File: src/rtl/fetch_pkg.sv
// Shared types and constants for the instruction fetch stage.
package fetch_pkg;

    typedef enum logic [1:0] {
        IDLE = 2'd0,
        REQ  = 2'd1,
        WAIT = 2'd2,
        DROP = 2'd3
    } fetch_state_t;

    // Bit range of the branch/jump offset field within an instruction word.
    localparam int OFFSET_MSB = 25;
    localparam int OFFSET_LSB = 0;

    // Reset values; sliced down to the instantiated address/data widths.
    localparam logic [63:0] ADDR_RST = 64'h0;
    localparam logic [63:0] DATA_RST = 64'h0;

endpackage

File: src/rtl/fetch_fifo.sv
// Small synchronous FIFO with a registered head word; carries {pc, instr} pairs.
module fetch_fifo #(
    parameter int WIDTH = 64,
    parameter int DEPTH = 2
) (
    input  logic             clk,
    input  logic             rst,
    input  logic             push,
    input  logic             pop,
    input  logic             clear,
    input  logic [WIDTH-1:0] din,
    output logic [WIDTH-1:0] dout,
    output logic             full,
    output logic             empty
);

    localparam int PTR_W = (DEPTH > 1) ? $clog2(DEPTH) : 1;
    localparam int CNT_W = $clog2(DEPTH + 1);

    logic [WIDTH-1:0] mem [DEPTH];
    logic [PTR_W-1:0] rd_ptr_reg, rd_ptr_next;
    logic [PTR_W-1:0] wr_ptr_reg, wr_ptr_next;
    logic [CNT_W-1:0] count_reg, count_next;
    logic [WIDTH-1:0] head_reg, head_next;
    logic             push_ok;
    logic             pop_ok;

    assign full    = (count_reg == CNT_W'(DEPTH));
    assign empty   = (count_reg == '0);
    assign pop_ok  = pop && !empty;
    assign push_ok = push && (!full || pop_ok);
    assign dout    = head_reg;

    always_comb begin
        rd_ptr_next = rd_ptr_reg;
        wr_ptr_next = wr_ptr_reg;
        count_next  = count_reg;
        head_next   = head_reg;
        if (clear) begin
            rd_ptr_next = '0;
            wr_ptr_next = '0;
            count_next  = '0;
        end else begin
            if (push_ok) begin
                wr_ptr_next = wr_ptr_reg + PTR_W'(1);
            end
            if (pop_ok) begin
                rd_ptr_next = rd_ptr_reg + PTR_W'(1);
            end
            if (push_ok && !pop_ok) begin
                count_next = count_reg + CNT_W'(1);
            end else if (!push_ok && pop_ok) begin
                count_next = count_reg - CNT_W'(1);
            end
            // Head tracks the next oldest entry; bypass din when it lands in that slot.
            if (count_next != '0) begin
                if (push_ok && (wr_ptr_reg == rd_ptr_next)) begin
                    head_next = din;
                end else begin
                    head_next = mem[rd_ptr_next];
                end
            end
        end
    end

    always_ff @(posedge clk) begin
        if (push_ok) begin
            mem[wr_ptr_reg] <= din;
        end
    end

    always_ff @(posedge clk or negedge rst) begin
        if (!rst) begin
            rd_ptr_reg <= '0;
            wr_ptr_reg <= '0;
            count_reg  <= '0;
            head_reg   <= '0;
        end else begin
            rd_ptr_reg <= rd_ptr_next;
            wr_ptr_reg <= wr_ptr_next;
            count_reg  <= count_next;
            head_reg   <= head_next;
        end
    end

endmodule

File: src/rtl/instr_fetch.sv
// Fetch stage: single-outstanding instruction memory reads into a small buffer,
// PC advance handshake and branch flush handling.
module instr_fetch
    import fetch_pkg::*;
#(
    parameter int DATA_W     = 32,
    parameter int ADDR_W     = 32,
    parameter int FIFO_DEPTH = 2
) (
    input  logic              clk,
    input  logic              rst,
    input  logic [ADDR_W-1:0] pc,
    output logic              pc_advance,
    input  logic              flush,
    output logic              imem_req,
    output logic [ADDR_W-1:0] imem_addr,
    input  logic              imem_rvalid,
    input  logic [DATA_W-1:0] imem_rdata,
    output logic              ir_valid,
    input  logic              ir_ready,
    output logic [DATA_W-1:0] ir,
    output logic [ADDR_W-1:0] ir_pc,
    output logic [25:0]       offset
);

    fetch_state_t      state_reg, state_next;
    logic [ADDR_W-1:0] req_pc_reg;
    logic              fifo_push;
    logic              fifo_pop;
    logic              fifo_full;
    logic              fifo_empty;
    logic [ADDR_W+DATA_W-1:0] fifo_din;
    logic [ADDR_W+DATA_W-1:0] fifo_dout;

    always_comb begin
        state_next = state_reg;
        case (state_reg)
            IDLE: if (!fifo_full) state_next = REQ;
            REQ:  state_next = flush ? DROP : WAIT;
            WAIT: begin
                if (imem_rvalid) begin
                    state_next = IDLE;
                end else if (flush) begin
                    state_next = DROP;
                end
            end
            DROP: if (imem_rvalid) state_next = IDLE;
            default: state_next = IDLE;
        endcase
    end

    always_ff @(posedge clk or negedge rst) begin
        if (!rst) begin
            state_reg  <= IDLE;
            req_pc_reg <= ADDR_RST[ADDR_W-1:0];
        end else begin
            state_reg <= state_next;
            if (state_reg == REQ) begin
                req_pc_reg <= pc;
            end
        end
    end

    // Address goes straight from the PC so a post-flush target is picked up at once.
    assign imem_req   = (state_reg == REQ);
    assign imem_addr  = (state_reg == REQ) ? pc : ADDR_RST[ADDR_W-1:0];

    // The slot was reserved when leaving IDLE, so an accepted word always fits.
    assign fifo_push  = (state_reg == WAIT) && imem_rvalid && !flush;
    assign pc_advance = fifo_push;
    assign fifo_pop   = ir_valid && ir_ready;
    assign fifo_din   = {req_pc_reg, imem_rdata};

    fetch_fifo #(
        .WIDTH (ADDR_W + DATA_W),
        .DEPTH (FIFO_DEPTH)
    ) u_fifo (
        .clk   (clk),
        .rst   (rst),
        .push  (fifo_push),
        .pop   (fifo_pop),
        .clear (flush),
        .din   (fifo_din),
        .dout  (fifo_dout),
        .full  (fifo_full),
        .empty (fifo_empty)
    );

    assign ir_valid = !fifo_empty;
    assign ir_pc    = fifo_dout[ADDR_W+DATA_W-1:DATA_W];
    assign ir       = fifo_dout[DATA_W-1:0];
    assign offset   = ir[OFFSET_MSB:OFFSET_LSB];

endmodule

File: config.mk
export PLATFORM = sky130hd
export DESIGN_NAME = instr_fetch
export DESIGN_NICKNAME = d
export VERILOG_FILES = /design/src/rtl/fetch_pkg.sv /design/src/rtl/fetch_fifo.sv /design/src/rtl/instr_fetch.sv
export SDC_FILE = /design/constraint.sdc
export NUM_CORES = 1
export LEC_CHECK = 0
export CORE_ASPECT_RATIO = 1.5
export CORE_MARGIN = 10
export CORE_UTILIZATION = 34
export DETAILED_ROUTE_END_ITERATION = 7
export GPL_ROUTABILITY_DRIVEN = 0
export GPL_TIMING_DRIVEN = 0
export MAX_ROUTING_LAYER = met4
export PLACE_DENSITY = 0.54
export SETUP_SLACK_MARGIN = 0.05
export SLEW_MARGIN = 20
export SYNTH_ARGS = -nofsm -noshare
export SYNTH_HDL_FRONTEND = slang
export SYNTH_HIERARCHICAL = 1
export SYNTH_SLANG_ARGS = --single-unit
File: constraint.sdc
create_clock -name clk -period 9.24 [get_ports clk]
set_input_delay 1.848 -clock clk [delete_from_list [all_inputs] [get_ports clk]]
set_output_delay 1.848 -clock clk [all_outputs]
set_load 0.01 [all_outputs]
==> results.md <==
* Post-CTS setup buffer count at 0
* Io pins at slightly below 200
* Cell taking the most area after synthesis: edfxtp_1
* Worst-Skew Late Latency at 0.51 ns
* CP max FO at 8
* ANT nets after route at 0
* Max_cap viols at 0
* Syn Std Cell Area at 9520 um2
* Internal cell power at 2.65 mW
* Post-layout nets at 947
* Total GRT Usage at 13.3%
* CTS resizes at 0
* Flop2flop setup slack at 6.36 ns
* Min Tclk post-route at around 5.8 ns
* TritonCTS buffer count at 24
* Hold Slack at 0.483 ns
* CTS tree: yes
* WL/cell at 18.8 um
* Placed cells at 1196
* Flops & latches, synth at between 200 and 250
* CTS Root Cell: clkbuf_16
* Psw at approximately 1.1 mW
* Clock buffer depth at 3
* Gr ovfl total at 0
* F_max at 0.173 GHz
* Number of synthesized flops with an enable pin at ~130
* Largest vdd supply drop at 135 uV
* Reg-to-reg startpoint: u_fifo/count_reg[0]
* Final non-filler cell total at 1242
* Initial Util at 34.3%
* Pleak at 5.54 nW
* DR vias at 5852
* First-pass GRT wire length at 35.8 mm
* CP Launch Type: primary input
* Max reg flops at 128
* Die Width at 157 um
* Ranking of synthesized cells by area: edfxtp_1, dfrtp_1, mux2_2
* Logic gate share of total power at 32.8%
* Critical path capture point: pc_advance
* Final Hold Vio Count at 0
* Dpl hpwl at about 16 mm
* Worst r2r path cells at 11
* DRT iter0 DRCs at 178
* Vias in the first global route at 6146
* WP data required at 7.39 ns
* Mean Syn Cell Area at 14.6 um2
* CTS sink count at 230
* Seq pwr share at around 41%
* H-Tree Depth at 1
* Worst setup path startpoint: flush
* Ys flop type: edfxtp_1
* Pre-Repair DR Iteration Count at 4
* Slew margin rel. at 38.3%
* DR vias/cell at between 4 and 5
* P&R area growth vs syn at 34.9%
* Mapped Nets at just over 700
* Row count at 75
* Status: complete, no violations
* Worst EP arrival at around 3.9 ns
* Synthesized instance count at 652
* Number of port buffers at 193
* Initial antenna violation count at 2
* Layout cells sized above 1 at 22.3%
* Core Region at 27800 um2
* Sequential element share of the synthesized area at between 60% and 70%
* RSZ-0062 raised after global routing: no
* Syn. warnings at 6
* Crit share post-route at 62.5%
* Drt total wl at 23.3 mm
* Crit. End Element: output pin
* Worst Hold Class: reg2reg
* Yosys cell types at 35
* Synth top area share at 40.4%
* Sw Share at 28.8%
* Reg clk slew, reported paths at 0.06 ns
* Count of pins over their slew limit at 0
* Setup TNS at 0 ns
* Worst-margin pin slew at 0.919 ns
* Final setup vio count at 0
* Clock power frac at a little over a quarter
* Chip height at 225 um
* PD cells at about 290 nW/um2
* Synth async-reset ratio at between 40% and 50%
* Hold_buf cts at 0
* Largest net degree at the start of global routing at between 50 and 60
* Die Area at around 35000 um2
* Final Skew at ~0.012 ns
* R2r endpoint: u_fifo/dout[33]
* Setup CP Type: in2out
* DRC viols at 0
area by class of cell:
type / instances / area, um2
well taps: 346 / 433
multi-input cells: 355 / 2690
plain buffers: 62 / 425
diodes: 2 / 5.00
clock buffers: 32 / 702
inverters: 5 / 21.3
fillers: 2509 / 14900
flip-flops and latches: 230 / 6400
repair buffers: 198 / 2060
clock inverters: 12 / 111
placed cells by master (no fill, tap or decap), drive strengths merged, types with 3 or more instances in the layout:
| cell type | n |
|---|---|
| buf | 59 |
| and2 | 32 |
| inv | 6 |
| edfxtp | 128 |
| nand2 | 68 |
| dfrtp | 102 |
| clkbuf | 41 |
| nand2b | 3 |
| mux2i | 65 |
| a21o | 32 |
| clkdlybuf4s50 | 192 |
| mux2 | 65 |
| nor2 | 7 |
| clkinv | 8 |
| o21ai | 64 |
per-stage QoR:
stage	instance area, um2	utilization (%)	setup slack, ns	power, mW
after floorplan	9520	-	3.33	2.13
after global placement	11900	42.8	0.306	2.78
after detailed placement	12000	43.3	3.48	2.81
after CTS	12800	46.2	3.48	3.81
after global routing	12800	46.3	3.36	3.94
final	12800	46.3	3.46	3.73
worst max-delay path: stages:
cell and delay, ns:
clkdlybuf4s50_1 0.56, nor3_1 0.81, clkdlybuf4s50_1 0.71
metal layers:
layer	vias to the layer above	GRT usage, %	part of all wire (%)
li1	2780	-	-
met1	2914	14.6	39
met2	127	24.0	54
met3	31	2.62	4.9
met4	0	3.66	2.2
met5	-	-	0
power groups by stage:
stage	combinational, mW	clock, mW	sequential [mW]
floorplan	0.556	0	1.57
global placement	1.24	0	1.55
detailed placement	1.26	0	1.55
CTS	1.26	1.01	1.53
global route	1.33	1.05	1.56
finish	1.22	0.980	1.52
kinds of logic after synthesis:
logic type               synth area share [%]
XOR/XNOR                                0.368
AO/OA/AOI/OAI                            6.52
flip-flops                               67.2
adder cells (fa/ha/maj)                 0.263
buffers and inverters                    4.69
multiplexers                             14.5
AND/OR/NAND/NOR                          6.47
Yosys cell counts (all sizes together), types with 3 or more instances:
cell type,n
dfrtp,102
inv,5
clkbuf,9
nand2b,3
o21ai,64
a21o,32
nand2,68
mux2,65
mux2i,65
and2,32
buf,53
nor2,7
edfxtp,128
worst min-delay path by stage:
stage	slack, ns	depth (start not counted)	startpoint	end
after floorplan	0.46	0	req_pc_reg[0]	u_fifo/mem[0][32]
after global placement	0.47	2	u_fifo/dout[56]	u_fifo/dout[56]
after detailed placement	0.47	2	u_fifo/dout[40]	u_fifo/dout[40]
after CTS	0.49	2	u_fifo/dout[40]	u_fifo/dout[40]
after global routing	0.51	0	req_pc_reg[15]	u_fifo/mem[1][47]
final	0.48	2	u_fifo/dout[27]	u_fifo/dout[27]
(Power assumes the default switching activity.)
